--- src/rtl/xf100_lsu_pkg.sv ---
// Shared definitions for the xf100 load/store unit: RAM geometry, access
// size encodings, FSM state encoding and the per-size byte-lane pattern.
package xf100_lsu_pkg;

   localparam int XF100_DATA_RAM_AW = 8;

   localparam logic [1:0] XF100_LSU_SIZE_B   = 2'd0;
   localparam logic [1:0] XF100_LSU_SIZE_H   = 2'd1;
   localparam logic [1:0] XF100_LSU_SIZE_W   = 2'd2;
   localparam logic [1:0] XF100_LSU_SIZE_RSV = 2'd3;

   typedef enum logic [2:0] {
      LSU_IDLE = 3'd0,
      LSU_ACC0 = 3'd1,
      LSU_ACC1 = 3'd2,
      LSU_WAIT = 3'd3,
      LSU_RSP  = 3'd4
   } lsu_state_e;

   // Byte-lane pattern of an access before it is shifted to its offset.
   function automatic logic [3:0] lsu_size_mask(input logic [1:0] size);
      case (size)
         XF100_LSU_SIZE_B: lsu_size_mask = 4'b0001;
         XF100_LSU_SIZE_H: lsu_size_mask = 4'b0011;
         XF100_LSU_SIZE_W: lsu_size_mask = 4'b1111;
         default:          lsu_size_mask = 4'b0000;
      endcase
   endfunction

endpackage

--- src/rtl/xf100_lsu_if.sv ---
// Execute-stage request/response handshake plus the data RAM port of the
// load/store unit. The slave modport is the LSU's view, master the other side.
interface xf100_lsu_if import xf100_lsu_pkg::*; #(
   parameter int AW = XF100_DATA_RAM_AW
) ();
   logic          lsu_i_valid;
   logic          lsu_o_ready;
   logic          lsu_i_wen;
   logic [1:0]    lsu_i_size;
   logic          lsu_i_unsigned;
   logic [31:0]   lsu_i_addr;
   logic [31:0]   lsu_i_wdata;
   logic          lsu_o_rsp_valid;
   logic          lsu_i_rsp_ready;
   logic [31:0]   lsu_o_rsp_rdata;
   logic          lsu_o_rsp_err;
   logic          lsu_o_ram_cs;
   logic          lsu_o_ram_wen;
   logic [3:0]    lsu_o_ram_mask;
   logic [AW-1:0] lsu_o_ram_addr;
   logic [7:0]    lsu_o_ram_wdat0;
   logic [7:0]    lsu_o_ram_wdat1;
   logic [7:0]    lsu_o_ram_wdat2;
   logic [7:0]    lsu_o_ram_wdat3;
   logic [7:0]    lsu_i_ram_rdat0;
   logic [7:0]    lsu_i_ram_rdat1;
   logic [7:0]    lsu_i_ram_rdat2;
   logic [7:0]    lsu_i_ram_rdat3;

   modport slave (
      input  lsu_i_valid, lsu_i_wen, lsu_i_size, lsu_i_unsigned, lsu_i_addr,
             lsu_i_wdata, lsu_i_rsp_ready,
             lsu_i_ram_rdat0, lsu_i_ram_rdat1, lsu_i_ram_rdat2, lsu_i_ram_rdat3,
      output lsu_o_ready, lsu_o_rsp_valid, lsu_o_rsp_rdata, lsu_o_rsp_err,
             lsu_o_ram_cs, lsu_o_ram_wen, lsu_o_ram_mask, lsu_o_ram_addr,
             lsu_o_ram_wdat0, lsu_o_ram_wdat1, lsu_o_ram_wdat2, lsu_o_ram_wdat3
   );

   modport master (
      output lsu_i_valid, lsu_i_wen, lsu_i_size, lsu_i_unsigned, lsu_i_addr,
             lsu_i_wdata, lsu_i_rsp_ready,
             lsu_i_ram_rdat0, lsu_i_ram_rdat1, lsu_i_ram_rdat2, lsu_i_ram_rdat3,
      input  lsu_o_ready, lsu_o_rsp_valid, lsu_o_rsp_rdata, lsu_o_rsp_err,
             lsu_o_ram_cs, lsu_o_ram_wen, lsu_o_ram_mask, lsu_o_ram_addr,
             lsu_o_ram_wdat0, lsu_o_ram_wdat1, lsu_o_ram_wdat2, lsu_o_ram_wdat3
   );
endinterface

--- src/rtl/xf100_lsu_align.sv ---
// Combinational lane steering: places store data and byte enables onto the
// two words an access may touch, and extracts/extends load data from them.
module xf100_lsu_align import xf100_lsu_pkg::*; (
   input  logic [1:0]  size,
   input  logic [1:0]  off,
   input  logic        is_unsigned,
   input  logic [31:0] st_wdata,
   output logic [31:0] st_data0,
   output logic [31:0] st_data1,
   output logic [3:0]  st_mask0,
   output logic [3:0]  st_mask1,
   input  logic [31:0] ld_lo,
   input  logic [31:0] ld_hi,
   output logic [31:0] ld_data
);
   logic [31:0] wdata_trim;
   logic [63:0] st_data64;
   logic [7:0]  st_mask8;
   logic [63:0] ld_shift;

   // Store side: drop bytes beyond the access size, then shift onto lanes.
   always_comb begin
      case (size)
         XF100_LSU_SIZE_B: wdata_trim = {24'h0, st_wdata[7:0]};
         XF100_LSU_SIZE_H: wdata_trim = {16'h0, st_wdata[15:0]};
         XF100_LSU_SIZE_W: wdata_trim = st_wdata;
         default:          wdata_trim = 32'h0;
      endcase
      st_data64 = {32'h0, wdata_trim} << {off, 3'b000};
      st_mask8  = {4'h0, lsu_size_mask(size)} << off;
      st_data0  = st_data64[31:0];
      st_data1  = st_data64[63:32];
      st_mask0  = st_mask8[3:0];
      st_mask1  = st_mask8[7:4];
   end

   // Load side: right-justify the addressed bytes and zero/sign extend.
   always_comb begin
      ld_shift = {ld_hi, ld_lo} >> {off, 3'b000};
      case (size)
         XF100_LSU_SIZE_B: ld_data = is_unsigned ? {24'h0, ld_shift[7:0]}
                                                 : {{24{ld_shift[7]}}, ld_shift[7:0]};
         XF100_LSU_SIZE_H: ld_data = is_unsigned ? {16'h0, ld_shift[15:0]}
                                                 : {{16{ld_shift[15]}}, ld_shift[15:0]};
         XF100_LSU_SIZE_W: ld_data = ld_shift[31:0];
         default:          ld_data = 32'h0;
      endcase
   end
endmodule

--- src/rtl/xf100_lsu.sv ---
// Load/store unit: one outstanding byte/half/word access, split into two RAM
// cycles when it straddles a word boundary, answered via valid/ready.
module xf100_lsu import xf100_lsu_pkg::*; #(
   parameter int AW = XF100_DATA_RAM_AW
) (
   input  logic        clk,
   input  logic        rst_n,
   xf100_lsu_if.slave  lsu
);
   lsu_state_e    state_q, state_d;
   logic          wen_q, wen_d;
   logic [1:0]    size_q, size_d;
   logic [1:0]    off_q, off_d;
   logic          uns_q, uns_d;
   logic          split_q, split_d;
   logic          err_q, err_d;
   logic [AW-1:0] word0_q, word0_d;
   logic [31:0]   wdata_q, wdata_d;
   logic [31:0]   lo_q, lo_d;
   logic [31:0]   hi_q, hi_d;

   logic          accept;
   logic [1:0]    req_off;
   logic [31:0]   rdat;
   logic [31:0]   st_data0, st_data1, ld_data;
   logic [3:0]    st_mask0, st_mask1;
   logic          unused_addr;

   assign accept      = lsu.lsu_i_valid & (state_q == LSU_IDLE);
   assign req_off     = lsu.lsu_i_addr[1:0];
   assign rdat        = {lsu.lsu_i_ram_rdat3, lsu.lsu_i_ram_rdat2,
                         lsu.lsu_i_ram_rdat1, lsu.lsu_i_ram_rdat0};
   assign unused_addr = ^lsu.lsu_i_addr[31:AW+2];

   xf100_lsu_align u_align (
      .size        (size_q),
      .off         (off_q),
      .is_unsigned (uns_q),
      .st_wdata    (wdata_q),
      .st_data0    (st_data0),
      .st_data1    (st_data1),
      .st_mask0    (st_mask0),
      .st_mask1    (st_mask1),
      .ld_lo       (lo_q),
      .ld_hi       (hi_q),
      .ld_data     (ld_data)
   );

   // Next state, request latching on accept and read-buffer capture.
   always_comb begin
      state_d = state_q;
      wen_d   = wen_q;
      size_d  = size_q;
      off_d   = off_q;
      uns_d   = uns_q;
      split_d = split_q;
      err_d   = err_q;
      word0_d = word0_q;
      wdata_d = wdata_q;
      lo_d    = lo_q;
      hi_d    = hi_q;
      case (state_q)
         LSU_IDLE: begin
            if (accept) begin
               wen_d   = lsu.lsu_i_wen;
               size_d  = lsu.lsu_i_size;
               uns_d   = lsu.lsu_i_unsigned;
               off_d   = req_off;
               word0_d = lsu.lsu_i_addr[AW+1:2];
               wdata_d = lsu.lsu_i_wdata;
               split_d = ((lsu.lsu_i_size == XF100_LSU_SIZE_H) && (req_off == 2'd3)) ||
                         ((lsu.lsu_i_size == XF100_LSU_SIZE_W) && (req_off != 2'd0));
               err_d   = (lsu.lsu_i_size == XF100_LSU_SIZE_RSV);
               state_d = err_d ? LSU_RSP : LSU_ACC0;
            end
         end
         LSU_ACC0: state_d = split_q ? LSU_ACC1 : (wen_q ? LSU_RSP : LSU_WAIT);
         LSU_ACC1: begin
            if (!wen_q) lo_d = rdat;
            state_d = wen_q ? LSU_RSP : LSU_WAIT;
         end
         LSU_WAIT: begin
            if (split_q) hi_d = rdat;
            else         lo_d = rdat;
            state_d = LSU_RSP;
         end
         LSU_RSP:  if (lsu.lsu_i_rsp_ready) state_d = LSU_IDLE;
         default:  state_d = LSU_IDLE;
      endcase
   end

   // Handshake, response and RAM port outputs decoded from the current state.
   always_comb begin
      lsu.lsu_o_ready     = (state_q == LSU_IDLE);
      lsu.lsu_o_rsp_valid = (state_q == LSU_RSP);
      lsu.lsu_o_rsp_err   = (state_q == LSU_RSP) && err_q;
      lsu.lsu_o_rsp_rdata = ((state_q == LSU_RSP) && !wen_q && !err_q) ? ld_data : 32'h0;
      lsu.lsu_o_ram_cs    = 1'b0;
      lsu.lsu_o_ram_wen   = 1'b0;
      lsu.lsu_o_ram_mask  = 4'h0;
      lsu.lsu_o_ram_addr  = '0;
      {lsu.lsu_o_ram_wdat3, lsu.lsu_o_ram_wdat2,
       lsu.lsu_o_ram_wdat1, lsu.lsu_o_ram_wdat0} = 32'h0;
      if (state_q == LSU_ACC0) begin
         lsu.lsu_o_ram_cs   = 1'b1;
         lsu.lsu_o_ram_wen  = wen_q;
         lsu.lsu_o_ram_addr = word0_q;
         if (wen_q) begin
            lsu.lsu_o_ram_mask = st_mask0;
            {lsu.lsu_o_ram_wdat3, lsu.lsu_o_ram_wdat2,
             lsu.lsu_o_ram_wdat1, lsu.lsu_o_ram_wdat0} = st_data0;
         end
      end else if (state_q == LSU_ACC1) begin
         lsu.lsu_o_ram_cs   = 1'b1;
         lsu.lsu_o_ram_wen  = wen_q;
         lsu.lsu_o_ram_addr = word0_q + AW'(1);
         if (wen_q) begin
            lsu.lsu_o_ram_mask = st_mask1;
            {lsu.lsu_o_ram_wdat3, lsu.lsu_o_ram_wdat2,
             lsu.lsu_o_ram_wdat1, lsu.lsu_o_ram_wdat0} = st_data1;
         end
      end
   end

   // State and latch registers with synchronous active-low reset.
   always_ff @(posedge clk) begin
      if (!rst_n) begin
         state_q <= LSU_IDLE;
         wen_q   <= 1'b0;
         size_q  <= 2'd0;
         off_q   <= 2'd0;
         uns_q   <= 1'b0;
         split_q <= 1'b0;
         err_q   <= 1'b0;
         word0_q <= '0;
         wdata_q <= 32'h0;
         lo_q    <= 32'h0;
         hi_q    <= 32'h0;
      end else begin
         state_q <= state_d;
         wen_q   <= wen_d;
         size_q  <= size_d;
         off_q   <= off_d;
         uns_q   <= uns_d;
         split_q <= split_d;
         err_q   <= err_d;
         word0_q <= word0_d;
         wdata_q <= wdata_d;
         lo_q    <= lo_d;
         hi_q    <= hi_d;
      end
   end
endmodule

--- src/flat_wrapper.sv ---
// flat-port wrapper written by rule: the top's interface ports become plain ports
module xf100_lsu_flat import xf100_lsu_pkg::*;
#(
   parameter int AW = XF100_DATA_RAM_AW
)
  (clk, rst_n, lsu_lsu_i_valid, lsu_lsu_i_wen, lsu_lsu_i_size, lsu_lsu_i_unsigned, lsu_lsu_i_addr, lsu_lsu_i_wdata, lsu_lsu_i_rsp_ready, lsu_lsu_i_ram_rdat0, lsu_lsu_i_ram_rdat1, lsu_lsu_i_ram_rdat2, lsu_lsu_i_ram_rdat3, lsu_lsu_o_ready, lsu_lsu_o_rsp_valid, lsu_lsu_o_rsp_rdata, lsu_lsu_o_rsp_err, lsu_lsu_o_ram_cs, lsu_lsu_o_ram_wen, lsu_lsu_o_ram_mask, lsu_lsu_o_ram_addr, lsu_lsu_o_ram_wdat0, lsu_lsu_o_ram_wdat1, lsu_lsu_o_ram_wdat2, lsu_lsu_o_ram_wdat3);
  xf100_lsu_if #(.AW(AW)) lsu_i ();
  input  logic clk;
  input  logic rst_n;
  input wire logic [$bits(lsu_i.lsu_i_valid)-1:0] lsu_lsu_i_valid;
  input wire logic [$bits(lsu_i.lsu_i_wen)-1:0] lsu_lsu_i_wen;
  input wire logic [$bits(lsu_i.lsu_i_size)-1:0] lsu_lsu_i_size;
  input wire logic [$bits(lsu_i.lsu_i_unsigned)-1:0] lsu_lsu_i_unsigned;
  input wire logic [$bits(lsu_i.lsu_i_addr)-1:0] lsu_lsu_i_addr;
  input wire logic [$bits(lsu_i.lsu_i_wdata)-1:0] lsu_lsu_i_wdata;
  input wire logic [$bits(lsu_i.lsu_i_rsp_ready)-1:0] lsu_lsu_i_rsp_ready;
  input wire logic [$bits(lsu_i.lsu_i_ram_rdat0)-1:0] lsu_lsu_i_ram_rdat0;
  input wire logic [$bits(lsu_i.lsu_i_ram_rdat1)-1:0] lsu_lsu_i_ram_rdat1;
  input wire logic [$bits(lsu_i.lsu_i_ram_rdat2)-1:0] lsu_lsu_i_ram_rdat2;
  input wire logic [$bits(lsu_i.lsu_i_ram_rdat3)-1:0] lsu_lsu_i_ram_rdat3;
  output wire logic [$bits(lsu_i.lsu_o_ready)-1:0] lsu_lsu_o_ready;
  output wire logic [$bits(lsu_i.lsu_o_rsp_valid)-1:0] lsu_lsu_o_rsp_valid;
  output wire logic [$bits(lsu_i.lsu_o_rsp_rdata)-1:0] lsu_lsu_o_rsp_rdata;
  output wire logic [$bits(lsu_i.lsu_o_rsp_err)-1:0] lsu_lsu_o_rsp_err;
  output wire logic [$bits(lsu_i.lsu_o_ram_cs)-1:0] lsu_lsu_o_ram_cs;
  output wire logic [$bits(lsu_i.lsu_o_ram_wen)-1:0] lsu_lsu_o_ram_wen;
  output wire logic [$bits(lsu_i.lsu_o_ram_mask)-1:0] lsu_lsu_o_ram_mask;
  output wire logic [$bits(lsu_i.lsu_o_ram_addr)-1:0] lsu_lsu_o_ram_addr;
  output wire logic [$bits(lsu_i.lsu_o_ram_wdat0)-1:0] lsu_lsu_o_ram_wdat0;
  output wire logic [$bits(lsu_i.lsu_o_ram_wdat1)-1:0] lsu_lsu_o_ram_wdat1;
  output wire logic [$bits(lsu_i.lsu_o_ram_wdat2)-1:0] lsu_lsu_o_ram_wdat2;
  output wire logic [$bits(lsu_i.lsu_o_ram_wdat3)-1:0] lsu_lsu_o_ram_wdat3;
  assign lsu_i.lsu_i_valid = lsu_lsu_i_valid;
  assign lsu_i.lsu_i_wen = lsu_lsu_i_wen;
  assign lsu_i.lsu_i_size = lsu_lsu_i_size;
  assign lsu_i.lsu_i_unsigned = lsu_lsu_i_unsigned;
  assign lsu_i.lsu_i_addr = lsu_lsu_i_addr;
  assign lsu_i.lsu_i_wdata = lsu_lsu_i_wdata;
  assign lsu_i.lsu_i_rsp_ready = lsu_lsu_i_rsp_ready;
  assign lsu_i.lsu_i_ram_rdat0 = lsu_lsu_i_ram_rdat0;
  assign lsu_i.lsu_i_ram_rdat1 = lsu_lsu_i_ram_rdat1;
  assign lsu_i.lsu_i_ram_rdat2 = lsu_lsu_i_ram_rdat2;
  assign lsu_i.lsu_i_ram_rdat3 = lsu_lsu_i_ram_rdat3;
  assign lsu_lsu_o_ready = lsu_i.lsu_o_ready;
  assign lsu_lsu_o_rsp_valid = lsu_i.lsu_o_rsp_valid;
  assign lsu_lsu_o_rsp_rdata = lsu_i.lsu_o_rsp_rdata;
  assign lsu_lsu_o_rsp_err = lsu_i.lsu_o_rsp_err;
  assign lsu_lsu_o_ram_cs = lsu_i.lsu_o_ram_cs;
  assign lsu_lsu_o_ram_wen = lsu_i.lsu_o_ram_wen;
  assign lsu_lsu_o_ram_mask = lsu_i.lsu_o_ram_mask;
  assign lsu_lsu_o_ram_addr = lsu_i.lsu_o_ram_addr;
  assign lsu_lsu_o_ram_wdat0 = lsu_i.lsu_o_ram_wdat0;
  assign lsu_lsu_o_ram_wdat1 = lsu_i.lsu_o_ram_wdat1;
  assign lsu_lsu_o_ram_wdat2 = lsu_i.lsu_o_ram_wdat2;
  assign lsu_lsu_o_ram_wdat3 = lsu_i.lsu_o_ram_wdat3;
  xf100_lsu #(.AW(AW)) u_core (.clk(clk), .rst_n(rst_n), .lsu(lsu_i));
endmodule
--- config.mk ---
export PLATFORM = sky130hd
export DESIGN_NAME = xf100_lsu_flat
export DESIGN_NICKNAME = d
export VERILOG_FILES = /design/src/rtl/xf100_lsu_pkg.sv /design/src/rtl/xf100_lsu_if.sv /design/src/rtl/xf100_lsu_align.sv /design/src/rtl/xf100_lsu.sv /design/src/flat_wrapper.sv
export SDC_FILE = /design/constraint.sdc
export NUM_CORES = 1
export LEC_CHECK = 0
export CAP_MARGIN = 15
export CORE_MARGIN = 1
export CORE_UTILIZATION = 49
export DETAILED_ROUTE_END_ITERATION = 7
export GPL_ROUTABILITY_DRIVEN = 0
export PLACE_DENSITY = 0.83
export SYNTH_ARGS = -nofsm -noshare
export SYNTH_HDL_FRONTEND = slang
export SYNTH_SLANG_ARGS = --single-unit
--- constraint.sdc ---
create_clock -name clk -period 2.5 [get_ports clk]
set_input_delay 0.5 -clock clk [delete_from_list [all_inputs] [get_ports clk]]
set_output_delay 0.5 -clock clk [all_outputs]
set_load 0.1 [all_outputs]
==> run summary <==
Dividing the detail-routed wire length by the instance count gives 25.8 um. The number of nets in the finished design is 1079. Data arrives at the worst endpoint at 2450 ps. The number of stages on the worst hold path came out at 2.

Leaving out filler cells and counting taps, the final layout contains 1149. STA classifies the critical path endpoint as a primary output. For this run, design rule violations remaining after detail routing come to 6. Summing all non-filler instances in the final layout gives an area of 10900 um^2.

The count of cells along the worst register-to-register path came out at 6. The all-layer global routing usage came out at 37.2%. The largest clock skew in the final design is 8.30 ps. The initial antenna violation count came out at 3. The number of ports placed on the die boundary came out at 185. The synthesized design contains 0 enable-type register cells.

Clock-pin slew was measured on the worst setup and hold paths at 80 ps. The die is 117 um wide. The placeable core region is 12700 um^2. The worst IR drop on VDD is 0.876 mV. Entering global routing, the biggest net connects 48 pins. The hold violation count in the final report is 0. The routed wire length came out at 29.6 mm. The power density over the cells came out at around 600 nW/um^2. The run finished, with violations left.

The via count came out at 7630. Traced cell by cell, the critical path runs through inv_6 > ha_4 > buf_6 > nor2b_4 > a32oi_2 > nor2_1 > a221o_2 > buf_12. By startpoint and endpoint, the worst setup path is classified as flip-flop to primary output. The count of hold-fix buffers inserted at cts is 0. Setup repair after global routing could not meet its margin everywhere. The count of buffers added on input and output ports is roughly 160. Along the worst path, the maximum fanout reaches 16. The first-pass GRT wire length came out at 38.3 mm. For this run the aggregate overflow at the end of global routing stands at 0. The clock latency at the later pin of the worst-skew pair is between 300 and 400 ps. Leaving out fill and tap cells, the most frequent cell in the layout is sky130_fd_sc_hd__nand2_1.

The area enclosed by the die boundary came out at ~14000 um^2. Derived from the worst setup path, the maximum achievable clock frequency is ~0.34 GHz. Cells with a size suffix above 1 make up 36.9% of the layout. The cell with the largest stage delay on the worst path is sky130_fd_sc_hd__nor2b_4. The final period utilization is 118%.

The net count after synthesis came out at 904. The number of instances in the synthesized netlist came out at just under 800. The number of buffers between clock root and the deepest sink is 2.

The height of the die came out at 117 um. The H-tree depth came out at 3. The TritonCTS clock tree is yes. The worst endpoint required time came out at around 2000 ps.

The post-route core utilization is 85.4%. After detailed routing, the number of vias per cell comes to 6.64. Counting flops with an async set or reset pin after synthesis yields a share of 0%. The pin slew with the least headroom to its limit is 736 ps. The post-placement cell count is 1104. The via count of the first global-routing pass is between 6000 and 7000. In the layout the commonest cells are sky130_fd_sc_hd__nand2_1, sky130_fd_sc_hd__dfxtp_1, sky130_fd_sc_hd__a21boi_0. The max capacitance violation total came out at 0. Counting the buffers created by CTS gives 9.

The cell area that synthesis handed to floorplanning was 6470 um^2. The number of unique standard cell types used by synthesis came out at 54. The number of detailed-routing iterations run before antenna repair came out at 8. The delay of the slowest cell on the worst path came out at 410 ps. After detailed placement, the total cell area comes to 9780 um^2.

The minimum period implied by the final worst setup slack came out at 2950 ps. The residual antenna-violating net count after detailed routing is 0. The sequential share of the synthesized area came out at 33.1%. The number of synthesized register bits is 107. The number of slew-limit violations in the final report came out at 0.

The setup slack of the critical path after layout is -449 ps. Measured against its own limit, the worst slew margin works out to about half. The min-delay analysis places its worst path in the category flip-flop to flip-flop. The leakage power is 3.66 nW. The detailed router finished its first iteration with ~1300 violations. The count of standard-cell rows is 41. The count of endpoints failing setup in the final report is 64. The layout-stage area growth over the synthesis result came out at 68.0%. The mean instance size in the synthesized netlist came out at 8.15 um^2. The worst setup path is launched from a flip-flop. After filler insertion, the fill cell instance count of the layout stands at between 600 and 700.

In this run the clock root is driven by a sky130_fd_sc_hd__clkbuf_16. The final reports fail on design-rule violations, negative setup slack. The number of warnings printed during yosys synthesis is 0. Detailed placement finished with a half-perimeter wire length of ~16 mm. The count of clock tree sinks came out at 107. The most used flip-flop cell after synthesis is sky130_fd_sc_hd__dfxtp_1.

The initial utilization of the core area, before any placement, comes to 50.8%.
metrics by stage:
step	setup slack [ps]	hold WS (ps)	setup TNS [ps]	total power, mW
2_1_floorplan	-262	440	-4700	3.64
3_3_place_gp	35.5	449	0	4.32
3_5_place_dp	-52.8	453	-336	4.39
4_1_cts	-149	464	-2880	6.08
5_1_grt	-406	488	-12150	6.66
6_report	-449	463	-11400	6.51
power breakdown:
part | internal [mW] | switching (mW)
clock | 0.805 | 0.734
combinational | 1.08 | 1.67
sequential | 1.91 | 0.308
total | 3.80 | 2.71
metal layers:
layer / up-vias / part of all wire (%) / global-route usage (%)
li1: 3131 / - / -
met1: 3511 / 34 / 48.0
met2: 746 / 45 / 57.6
met3: 242 / 13 / 7.36
met4: 0 / 8.1 / 22.5
met5: - / 0 / 1.48
registers in the layout, indices dropped and copies added, names as in the netlist:
name,count
u_core.split_q,1
u_core.wen_q,1
u_core.hi_q,24
u_core.wdata_q,32
u_core.size_q,2
u_core.word0_q,8
u_core.state_q,3
u_core.lo_q,32
u_core.err_q,1
u_core.uns_q,1
u_core.off_q,2
synth_stat cells (10+ instances only):
cell	number	area (um^2)
sky130_fd_sc_hd__buf_2	22	110
sky130_fd_sc_hd__dfxtp_1	107	2140
sky130_fd_sc_hd__nor2_1	36	135
sky130_fd_sc_hd__mux4_2	31	698
sky130_fd_sc_hd__a221o_1	16	160
sky130_fd_sc_hd__inv_1	23	86.3
sky130_fd_sc_hd__o22ai_1	10	62.6
sky130_fd_sc_hd__a21oi_1	14	70.1
sky130_fd_sc_hd__nand2_1	242	908
sky130_fd_sc_hd__nor2b_1	12	75.1
sky130_fd_sc_hd__a21boi_0	98	736
sky130_fd_sc_hd__clkbuf_1	31	116
sky130_fd_sc_hd__o21ai_0	37	185
sky130_fd_sc_hd__a32oi_1	11	96.3
final cells by class:
| cell class | instances | area (um^2) | share of cell area (%) |
|---|---|---|---|
| Antenna cell | 3 | 7.51 | 0.0691 |
| Clock buffer | 9 | 225 | 2.07 |
| Clock inverter | 7 | 92.6 | 0.852 |
| Inverter | 24 | 97.6 | 0.898 |
| Multi-Input combinational cell | 598 | 4920 | 45.2 |
| Sequential cell | 107 | 2170 | 19.9 |
| Tap cell | 172 | 215 | 1.98 |
| Timing Repair Buffer | 229 | 3140 | 28.9 |
path summary, 6_finish.rpt:
| kind | startpoint | endpoint | slack [ps] |
|---|---|---|---|
| hold / removal | u_core.hi_q[22]$_SDFFE_PN0P_ | u_core.hi_q[22]$_SDFFE_PN0P_ | 460 |
| hold reg to reg | u_core.hi_q[22]$_SDFFE_PN0P_ | u_core.hi_q[22]$_SDFFE_PN0P_ | 460 |
| setup / recovery | u_core.size_q[0]$_SDFFE_PN0P_ | lsu_lsu_o_ram_wdat2[6] | -450 |
| setup reg to reg | u_core.state_q[1]$_SDFFE_PN0P_ | u_core.hi_q[7]$_SDFFE_PN0P_ | 270 |
cells by family (layout without fill, tap and decap cells):
group	after synthesis	count (layout)	share of synthesized area, %
AND/OR/NAND/NOR	331	332	22.2
other	0	3	0
flip-flops	107	107	33.1
buffers and inverters	90	269	6.36
adder cells (fa/ha/maj)	6	6	1.16
AO/OA/AOI/OAI	216	216	24.2
XOR/XNOR	2	2	0.271
multiplexers	42	42	12.7
critical path: cells and delay by family, from the launching register on:
family	cells	cell delay (ps)
buf+inv	3	500
simple gates	2	620
fa+ha+maj	1	230
compound gates	2	340
flops	1	400
what timing repair did:
item / CTS / global route
endpoints found under the setup margin: 72 / 68
pin swaps: 13 / 29
resized for setup: 68 / 42
hold endpoints to repair: 0 / 0
setup buffers: 9 / 16
cloned: 1 / 2
No activity file was read; power rests on OpenSTA's default activity.
